<file path="src/rtl/gray_serial_ctrl.sv">
// Handshaked serial Gray-to-binary converter: one result bit per clock, MSB first.
// Optional binary-to-Gray mode select is enabled by defining GRAY_SERIAL_B2G_EN.
module gray_serial_ctrl #(
    parameter int unsigned WIDTH = 4,
    parameter int unsigned CNT_W = 8
) (
    input  logic             clk,
    input  logic             rst_n,
`ifdef GRAY_SERIAL_B2G_EN
    input  logic             mode,
`endif
    input  logic             in_valid,
    output logic             in_ready,
    input  logic [WIDTH-1:0] g_in,
    output logic             out_valid,
    input  logic             out_ready,
    output logic [WIDTH-1:0] b_out,
    output logic             busy,
    output logic [CNT_W-1:0] conv_cnt
);

    localparam int unsigned IDX_W = (WIDTH > 1) ? $clog2(WIDTH) : 1;
    localparam logic [IDX_W-1:0] IDX_TOP = IDX_W'(WIDTH - 1);

    typedef enum logic [1:0] {
        StIdle,
        StConv,
        StHold
    } state_e;

    state_e             r_state, w_state_nxt;
    logic [WIDTH-1:0]   r_g, w_g_nxt;
    logic [WIDTH-1:0]   r_b, w_b_nxt;
    logic [IDX_W-1:0]   r_idx, w_idx_nxt;
    logic [CNT_W-1:0]   r_cnt, w_cnt_nxt;
    logic [WIDTH:0]     w_prev_ext;
`ifdef GRAY_SERIAL_B2G_EN
    logic               r_mode, w_mode_nxt;
`endif

    always_ff @(posedge clk or negedge rst_n) begin
        if (!rst_n) begin
            r_state <= StIdle;
            r_g     <= '0;
            r_b     <= '0;
            r_idx   <= IDX_TOP;
            r_cnt   <= '0;
`ifdef GRAY_SERIAL_B2G_EN
            r_mode  <= 1'b0;
`endif
        end else begin
            r_state <= w_state_nxt;
            r_g     <= w_g_nxt;
            r_b     <= w_b_nxt;
            r_idx   <= w_idx_nxt;
            r_cnt   <= w_cnt_nxt;
`ifdef GRAY_SERIAL_B2G_EN
            r_mode  <= w_mode_nxt;
`endif
        end
    end

    // Bit idx+1 of the chain source; the extra top 0 bit seeds the MSB step.
    always_comb begin
`ifdef GRAY_SERIAL_B2G_EN
        w_prev_ext = r_mode ? {1'b0, r_g} : {1'b0, r_b};
`else
        w_prev_ext = {1'b0, r_b};
`endif
    end

    always_comb begin
        w_state_nxt = r_state;
        w_g_nxt     = r_g;
        w_b_nxt     = r_b;
        w_idx_nxt   = r_idx;
        w_cnt_nxt   = r_cnt;
`ifdef GRAY_SERIAL_B2G_EN
        w_mode_nxt  = r_mode;
`endif
        case (r_state)
            StIdle: begin
                if (in_valid) begin
                    w_state_nxt = StConv;
                    w_g_nxt     = g_in;
                    w_b_nxt     = '0;
                    w_idx_nxt   = IDX_TOP;
`ifdef GRAY_SERIAL_B2G_EN
                    w_mode_nxt  = mode;
`endif
                end
            end
            StConv: begin
                for (int i = 0; i < WIDTH; i++) begin
                    if (r_idx == IDX_W'(i)) begin
                        w_b_nxt[i] = r_g[i] ^ w_prev_ext[i+1];
                    end
                end
                if (r_idx == '0) begin
                    w_state_nxt = StHold;
                end else begin
                    w_idx_nxt = r_idx - IDX_W'(1);
                end
            end
            StHold: begin
                if (out_ready) begin
                    w_state_nxt = StIdle;
                    w_cnt_nxt   = r_cnt + CNT_W'(1);
                end
            end
            default: w_state_nxt = StIdle;
        endcase
    end

    assign in_ready  = (r_state == StIdle);
    assign out_valid = (r_state == StHold);
    assign busy      = (r_state != StIdle);
    assign b_out     = r_b;
    assign conv_cnt  = r_cnt;

endmodule

</file>
<file path="config.mk">
export PLATFORM = sky130hd
export DESIGN_NAME = gray_serial_ctrl
export DESIGN_NICKNAME = d
export VERILOG_FILES = /design/src/rtl/gray_serial_ctrl.sv
export SDC_FILE = /design/constraint.sdc
export NUM_CORES = 1
export LEC_CHECK = 0
export ABC_CLOCK_PERIOD_IN_PS = 3800
export BUFFER_PORTS_ARGS = -buffer_cell sky130_fd_sc_hd__buf_2
export CORE_UTILIZATION = 40
export CTS_BUF_LIST = sky130_fd_sc_hd__clkbuf_8 sky130_fd_sc_hd__clkbuf_16
export DETAILED_ROUTE_END_ITERATION = 10
export PLACE_DENSITY = 0.6
export SLEW_MARGIN = 20
export SYNTH_ARGS = -nofsm -noshare
export SYNTH_HDL_FRONTEND = slang
export SYNTH_SLANG_ARGS = --single-unit
</file>
<file path="constraint.sdc">
create_clock -name clk -period 3.8 [get_ports clk]
set_clock_uncertainty 0.15 [all_clocks]
set_input_delay 0.19 -clock clk [delete_from_list [all_inputs] [get_ports clk]]
set_output_delay 0.19 -clock clk [all_outputs]
set_load 0.03 [all_outputs]
</file>
After elaboration in Yosys (flattened, before gate mapping)
Cells that the tools add are included.
{ "word_totals": {"regBits": 20, "out_inout_bits": 15, "inputBits": 8, "word_cells": 50} }
{ "classes": {"n_reduce_logical": 12, "n_eq_ne": 12, "n_mux": 13, "bitwise_logic": 3, "addsub": 2} }
{ "op_table": {"columns": ["op", "n"], "rows": [
  ["3-bit AND reduction", 6],
  ["2-bit inequality test (second input constant)", 6],
  ["2-bit two-way mux", 5],
  ["8-bit by 1-bit adder with 8-bit output (second input constant)", 1],
  ["4-bit one-hot mux with 2 select lines", 1],
  ["2-bit == test (second input constant)", 3],
  ["2-bit one-hot mux with 3 select lines", 1],
  ["2-bit by 1-bit == test with 1-bit output (second input constant)", 2],
  ["2-bit logical NOT", 2],
  ["1-bit two-way mux", 4],
  ["4-bit two-way mux", 1],
  ["2-bit one-hot mux with 2 select lines", 1],
  ["2-bit AND reduction", 2],
  ["2-bit nonzero test", 2],
  ["1-bit XOR", 3],
  ["2-bit by 1-bit inequality test with 1-bit output (second input constant)", 1],
  ["2-bit by 1-bit subtractor with 2-bit output (second input constant)", 1]
]} }

Longest topological paths before layout
Gate-level depths: netlist of run 1.
{ "depth": {"ltp_word": 3, "depth_mapped": 5, "mapped_depth_nobuf": 5} }

Worst setup path before layout of run 1
OpenSTA, ideal clock, no wires.
{ "synth_timing": {"path_type": "reg-to-output", "from": "reg r_state[0]", "to": "out busy", "t_required_ns": 3.460, "arrival_ns": 1.224, "path_slack_ns": 2.236, "path_stages_with_launch": 4, "path_cell_list": "dfrtp_1 buf_6 nor2_1 inv_1"} }
{ "synth_between": {"elab_chain_len": 1} }
{ "synth_lines": {"columns": ["item", "line", "text"], "rows": [
  ["start: declaration", "31", "state_e r_state, w_state_nxt;"],
  ["start signal: assignment", "43", "r_state <= StIdle;"],
  ["start signal: assignment", "52", "r_state <= w_state_nxt;"],
  ["2-bit nonzero test", "117", "assign busy = (r_state != StIdle);"],
  ["end: declaration", "18", "output logic busy,"]
]} }
Every way passes these cells.

Worst setup path after layout of run 1
{ "layout_timing": {"from": "reg r_idx[0]", "to": "reg r_idx[1]"} }
{ "layout_between": {"elab_chain_len": 3} }
{ "layout_lines": {"columns": ["item", "line", "text"], "rows": [
  ["start: declaration", "34", "logic [IDX_W-1:0] r_idx, w_idx_nxt;"],
  ["start signal: assignment", "55", "r_idx <= w_idx_nxt;"],
  ["2-bit by 1-bit subtractor with 2-bit output or 2-bit logical NOT (tied branches)", "102, 99", null],
  ["2-bit two-way mux or 2-bit inequality test (tied branches)", null, null],
  ["2-bit one-hot mux with 2 select lines or 3-bit AND reduction (tied branches)", null, null]
]} }
Several ways; a longest one is shown, not always the timed one. The select of a mux whose other input is x is not followed.
A chain may end at the register's enable or synchronous reset.

==> results of run 1 <==
-- synthesized netlist by cell type (all sizes together) --
cell / instances / area share, %
dfrtp: 18 / 46
nand2: 16 / 6.1
xnor2: 7 / 6.3
ha: 5 / 6.4
inv: 4 / 1.5
o21ai: 4 / 2.0
buf: 3 / 2.4
nand3: 3 / 1.5
nand3b: 3 / 2.3
nand4: 3 / 1.9
xor2: 3 / 2.7
a21oi: 2 / 1.0
dfstp: 2 / 5.4
nor3: 2 / 1.0
nor3b: 2 / 2.6
a2bb2oi: 1 / 1.5
a32o: 1 / 1.0
and3: 1 / 0.64
and3b: 1 / 0.89
mux2: 1 / 1.1
nand2b: 1 / 0.89
nor2: 1 / 0.38
nor2b: 1 / 0.64
nor4: 1 / 2.2
or2: 1 / 0.64
or3b: 1 / 0.89
-- flip-flops by register name, summed over array words and instances (netlist names) --
name	flops
r_state	2
conv_cnt	8
r_g	4
b_out	4
r_idx	2
-- final timing paths --
check                                        start                 endpoint  slack (ps)  cells past startpoint
min in group asynchronous                    rst_n  conv_cnt[5]$_DFFE_PN0P_         260                      2
min reg2reg                conv_cnt[7]$_DFFE_PN0P_  conv_cnt[7]$_DFFE_PN0P_         320                      1
max in group asynchronous                    rst_n     r_idx[0]$_DFFE_PN1P_        2900                      2
min                                       in_valid       r_g[1]$_DFFE_PN0P_         230                      4
max reg2reg                   r_idx[0]$_DFFE_PN1P_     r_idx[1]$_DFFE_PN1P_        2140                      5
max                           r_idx[0]$_DFFE_PN1P_     r_idx[1]$_DFFE_PN1P_        2140                      5
-- worst reg2reg max path: cells and delay by family (launching register included) --
family	cells	cell delay [ps]
AOI/OAI and AO/OA	1	140
buffers and inverters	1	60
and+or+nand+nor	2	460
DFF	1	570
adders and majority gates	1	220
-- cells by family after synthesis --
logic type | count (synthesis) | synth area share, %
compound gates | 8 | 5.62
xor+xnor | 10 | 8.94
fa+ha+maj | 5 | 6.39
buf+inv | 7 | 3.96
flops | 20 | 51.3
mux | 1 | 1.15
simple gates | 37 | 22.6
-- layout by cell type, fill, tap and decap left out --
| cell type | count |
|---|---|
| nor2_1 | 1 |
| or2_1 | 1 |
| nor3b_2 | 2 |
| or3b_1 | 1 |
| a2bb2oi_2 | 1 |
| dlygate4sd3_1 | 6 |
| o21ai_0 | 1 |
| and3_1 | 1 |
| o21ai_1 | 3 |
| nand3_1 | 3 |
| nand2_1 | 16 |
| buf_2 | 22 |
| nor2b_1 | 1 |
| mux2_1 | 1 |
| nand3b_1 | 3 |
| nor3_1 | 2 |
| dfrtp_1 | 18 |
| clkbuf_8 | 3 |
| nand4_1 | 3 |
| a21oi_1 | 2 |
| ha_1 | 5 |
| a32o_1 | 1 |
| inv_1 | 4 |
| xnor2_1 | 7 |
| nor4_4 | 1 |
| xor2_1 | 3 |
| dfstp_2 | 2 |
| nand2b_2 | 1 |
| and3b_1 | 1 |
-- power breakdown --
group | internal [mW] | leakage, nW | switching [mW]
clock network | 0.0705 | 0.0216 | 0.0670
logic | 0.153 | 0.350 | 0.225
registers | 0.292 | 0.258 | 0.0822
-- per-layer routing --
layer	track usage, %	vias to the layer above
li1	-	354
met1	21.4	324
met2	23.4	7
met3	2.63	2
met4	8.11	0
met5	0	-
-- metrics by stage --
step	power, mW	cells	hold WS, ps	instance area, um^2	utilization (%)
floorplan	0.666	88	-256	980	-
global placement	0.742	135	16.8	1100	48.8
detailed placement	0.756	135	20.7	1100	48.8
CTS	0.900	144	231	1200	53.3
global route	0.955	144	260	1200	53.3
finish	0.890	144	235	1200	53.3
-- timing repair --
item	in CTS	in global routing
endpoints found under the setup margin	0	0
hold buffers	6	0
resized for setup	0	0
endpoints found under the hold margin	23	0
-- layout make-up --
type                            instances  share of cell area, %
Clock buffer                            3                   3.43
Inverter                                4                   1.25
Multi-Input combinational cell         61                   36.4
Sequential cell                        20                   41.8
Tap cell                               28                   2.91
Timing Repair Buffer                   28                   14.2
==> results.md, run 1 <==
- Clock latency on the worst-skew pair: 250 ps
- Synth Register Bits: 20
- Ant diodes: 0
- Global-route wire length before repair: 2980 um
- Vias per cell: 4.77
- Final setup fails: 0
- Startpoint class of the critical path: flip-flop
- DR WL met2: 823 um
- Final HPWL DP: 1280 um
- TritonCTS buffer count: 3
- Drt wl/cell: 12.5 um
- Worst-path fanout max: 5
- Register area: 503 um^2
- Clk pin slew, worst setup/hold paths: 70 ps
- Max Used Layer: met4
- Initial Utilization: 43.5%
- Met3 WL: 38 um
- Worst EP arrival: 1700 ps
- FMAX: 601 MHz
- Final Wtd Congestion: 0.743
- CTS tree: yes
- Critical path, cell by cell: inv_1, ha_1, nor3b_2, or2_1, a2bb2oi_2
- Post-route minimum period: 1660 ps
- Clk root buf: clkbuf_8
- Syn Inst Count: 88
- Worst VDD drop: 0.337 mV
- CP max stage delay: 570 ps
- Hold Fails Final Rpt: 0
- Layout area overhead: 22.7%
- Kind of critical path: reg -> reg
- H-tree depth: 1
- Netlist Area Pre-Place: 980 um^2
- RSZ-0062 raised after global routing: false
- Antenna-violating nets left: 0
- Clock Sinks: 20
- Drt first pass iters: 3
- Number of fill cells: 219
- IO Pins: 23
- FP Rows: 17
- Initial antenna violation count: 0
- Area of the core: 2250 um^2
- Post-Route WL: 1800 um
- Gr ovfl total: 0
- # DRC: 0
- Worst path bufs/invs: 1
- Relative slew slack: 68.8%
- Worst Hold Class: in -> reg
- Die Wd: 51.5 um
- MaxCap Viol Count: 0
- Met1 WL: 919 um
- Syn nets: 101
- Worst setup EP type: flip-flop
- Pwr dens: 740 nW/um^2
- IO buf count: 22
- Pins Over Slew Limit: 0
- Number of library cell types mapped by synthesis: 29
- Proportion of layout cells with a drive suffix above 1: 27.6%
- Die H: 51.5 um
- Req. time, crit path: 3840 ps
- GRT Overall Usage: 15.6%
- Critical Path Slowest Stage Cell: dfstp_2
- Slew at the pin closest to its max-slew limit: 467 ps
- Leakage: 0.629 nW
- Pin count of the biggest net entering global routing: 21
- NumNets Final: 131
- Seq/Total Area, Yosys: 51.3%
- Crit path max-delay family: flip-flops
- Vias in the first global route: 680
- Status: finished, final reports clean
- YS warnings: 0
- Synthesized area per cell: 11.1 um^2
- Clock Tree Buf Depth: 2
- Final worst-path cycle share: 43.8%
- Vias: 687
- DIE AREA: 2650 um^2
- DR iter-0 viols: 3
- Pre-CTS WS: 2160 ps
- Area occupied by multi-input gates: 438 um^2
- Setup TNS: 0 ps
- Post-CTS Setup Bufs: 0
- Final WS setup: 2140 ps
(Power assumes the default switching activity.)
==> inputs of run 2 (changes only) <==
--- a/config.mk
+++ b/config.mk
@@ -5,12 +5,12 @@
 export SDC_FILE = /design/constraint.sdc
 export NUM_CORES = 1
 export LEC_CHECK = 0
-export ABC_CLOCK_PERIOD_IN_PS = 3800
+export ABC_CLOCK_PERIOD_IN_PS = 1500
 export BUFFER_PORTS_ARGS = -buffer_cell sky130_fd_sc_hd__buf_2
 export CORE_UTILIZATION = 40
 export CTS_BUF_LIST = sky130_fd_sc_hd__clkbuf_8 sky130_fd_sc_hd__clkbuf_16
 export DETAILED_ROUTE_END_ITERATION = 10
-export PLACE_DENSITY = 0.6
+export PLACE_DENSITY = 0.63
 export SLEW_MARGIN = 20
 export SYNTH_ARGS = -nofsm -noshare
 export SYNTH_HDL_FRONTEND = slang
==> constraint.sdc (replaced) <==
create_clock -name clk -period 1.5 [get_ports clk]
set_clock_uncertainty 0.15 [all_clocks]
set_input_delay 0.075 -clock clk [delete_from_list [all_inputs] [get_ports clk]]
set_output_delay 0.075 -clock clk [all_outputs]
set_load 0.03 [all_outputs]
==> run 2 against run 1 <==
  * Sequential cell count is the same
  * Via count is 4.5% higher
  * First-iteration DRC count rose by 130%
  * Highest routed layer unchanged
  * Largest cell class unchanged
  * Combinational power rose to 3.3 times the previous value
  * Clock-buffer cell count did not move
  * Sequential share of layout area down 2.9 points
  * Register-to-register slack worse by 2100 ps
  * Critical path depth unchanged
  * Maximum frequency is 13% higher
==> results.md, run 2 (synthesis results as in run 1) <==
- Status: finished, final reports clean
- Final setup fails: 0 (unchanged)
- RSZ-0062 raised after global routing: true
- Slack of the worst reg-to-reg path: 30 ps (-2110 ps)
- Clock Tree Buf Depth: 2 (unchanged)
- GRT Overall Usage: 16.3% (+0.74 points)
- Worst reg2reg startpoint: r_idx[0]$_DFFE_PN1P_
- DP Area: 1170 um^2 (+6.5%)
- Most common cell after layout, fill and taps aside: buf_2
- MaxCap Viol Count: 0 (unchanged)
- FMAX: 678 MHz (+13%)
- Worst setup EP type: flip-flop
- Slew at the pin closest to its max-slew limit: 458 ps (-8.58 ps)
- Post-route minimum period: 1470 ps (-190 ps)
- Area of the core: 2250 um^2 (unchanged)
- Initial antenna violation count: 0 (unchanged)
- Placed cells: 142 (+5.2%)
- Vias: 718 (+4.5%)
- Leakage: 0.677 nW (+7.5%)
- IO buf count: 22 (unchanged)
- Vias in the first global route: 682 (+0.29%)
- Final HPWL DP: 1330 um (+3.8%)
- Clock latency on the worst-skew pair: 260 ps (about the same)
- Startpoint class of the critical path: flip-flop
- TritonCTS buffer count: 3 (unchanged)
- Worst Hold Class: in -> async
- Gr ovfl total: 0 (unchanged)
- Non-filler cells, final: 154 (+6.9%)
- Ant diodes: 0 (unchanged)
- Global-route wire length before repair: 3080 um (+3.5%)
- Proportion of layout cells with a drive suffix above 1: 34.9% (+7.3 points)
- CTS tree: yes
- H-tree depth: 1 (unchanged)
- Number of fill cells: 192 (-12%)
- Post-Route WL: 1870 um (+4.2%)
- Die H: 51.5 um (unchanged)
- IO Pins: 23 (unchanged)
- DIE AREA: 2650 um^2 (unchanged)
- Worst-path fanout max: 3 (-2)
- Clk root buf: clkbuf_8
- Clock Sinks: 20 (unchanged)
- Vias per cell: 4.66 (-2.3%)
- Layout area overhead: 31.9%
- Initial Utilization: 43.5% (unchanged)
- Reg-to-reg endpoint: r_idx[1]$_DFFE_PN1P_
- Post_cts resized: 0 (unchanged)
- NumNets Final: 140 (+6.9%)
- Die Wd: 51.5 um (unchanged)
- Req. time, crit path: 1540 ps (-2300 ps)
- Clk pin slew, worst setup/hold paths: 70 ps (about the same)
- Pins Over Slew Limit: 0 (unchanged)
- Pin count of the biggest net entering global routing: 21 (unchanged)
- DR iter-0 viols: 7 (+4)
- Drt first pass iters: 4 (+1)
- Setup TNS: 0 ps (unchanged)
- # DRC: 0 (unchanged)
- Drt wl/cell: 12.2 um (-2.6%)
- Final Wtd Congestion: 0.759 (+2.1%)
- Worst EP arrival: 1510 ps (-190 ps)
- Antenna-violating nets left: 0 (unchanged)
- Relative slew slack: 69.5% (+0.71 points)
- Hold Fails Final Rpt: 0 (unchanged)
- Final worst-path cycle share: 98.3% (+54 points)
- Pwr dens: 1930 nW/um^2 (+160%)
- FP Rows: 17 (unchanged)
- Critical Path Source: r_idx[0]$_DFFE_PN1P_
- Most frequent cells in the layout: buf_2, dfrtp_1, nand2_1, buf_4, xnor2_1
- Kind of critical path: reg -> reg
- Max FFs per register: 8 (unchanged)
- Worst reg2reg path depth: 5 (unchanged)
- Post-layout instance area: 1290 um^2 (+7.5%)
- Worst VDD drop: 1.11 mV (+230%)
==> run 2: cell types whose count changed in the layout (fill, tap and decap cells not counted), sizes merged <==
cell | before | now
buf | 22 | 31
inv | 4 | 5
==> run 2: timing repair <==
| action | 4_1_cts | 5_1_grt |
|---|---|---|
| setup buffers | 0 | 2 |
| endpoints found under the setup margin | 0 | 1 |
| hold endpoints to repair | 25 | 0 |
| hold buffers | 6 | 0 |
==> run 2: worst max path at each step <==
stage | end | slack, ps | depth (start not counted)
after floorplan | r_idx[1]$_DFFE_PN1P_ | 20 | 5
after CTS | r_idx[1]$_DFFE_PN1P_ | 10 | 5
after detailed placement | r_idx[1]$_DFFE_PN1P_ | 30 | 5
final | r_idx[1]$_DFFE_PN1P_ | 30 | 5
after global routing | r_idx[1]$_DFFE_PN1P_ | -30 | 5
after global placement | r_idx[1]$_DFFE_PN1P_ | 70 | 5
==> run 2: power by group <==
| part | internal [mW] | leakage (nW) | switching (mW) |
|---|---|---|---|
| Combinational | 0.559 | 0.392 | 0.671 |
| Sequential | 0.740 | 0.258 | 0.170 |
| Clock | 0.182 | 0.0269 | 0.171 |
==> run 2: per-stage QoR <==
step	utilization, %	setup WS, ps	power (mW)	hold WS [ps]
floorplan	-	20.9	1.75	-371
global placement	52.0	74.7	2.07	-101
detailed placement	52.0	33.1	2.11	-99.8
CTS	56.7	9.99	2.48	152
global route	57.3	-26.5	2.68	185
finish	57.3	25.4	2.49	148
==> run 2: cell type report <==
type	instances	area [um^2]	share of cell area (%)
inverters	4	15.0	1.16
clock inverters	1	3.75	0.290
repair buffers	37	238	18.4
multi-input cells	61	457	35.3
flip-flops and latches	20	503	38.9
well taps	28	35.0	2.71
clock buffers	3	41.3	3.19
==> run 2: per-layer routing <==
| metal | global-route usage (%) | up-vias | part of all wire, % | routed length [um] |
|---|---|---|---|---|
| met2 | 23.8 | 10 | 45 | 849 |
| met3 | 3.80 | 2 | 2.9 | 54 |
| met4 | 9.46 | 0 | 0.85 | 16 |
| met1 | 22.0 | 334 | 51 | 952 |
| li1 | - | 372 | - | - |
| met5 | 0 | - | 0 | 0 |
==> run 2: worst max-delay path, stage by stage (launching register included) <==
cell	delay (ps)
dfstp_2	540
inv_2	50
ha_4	160
nor3b_4	200
or2_1	170
a2bb2oi_2	140
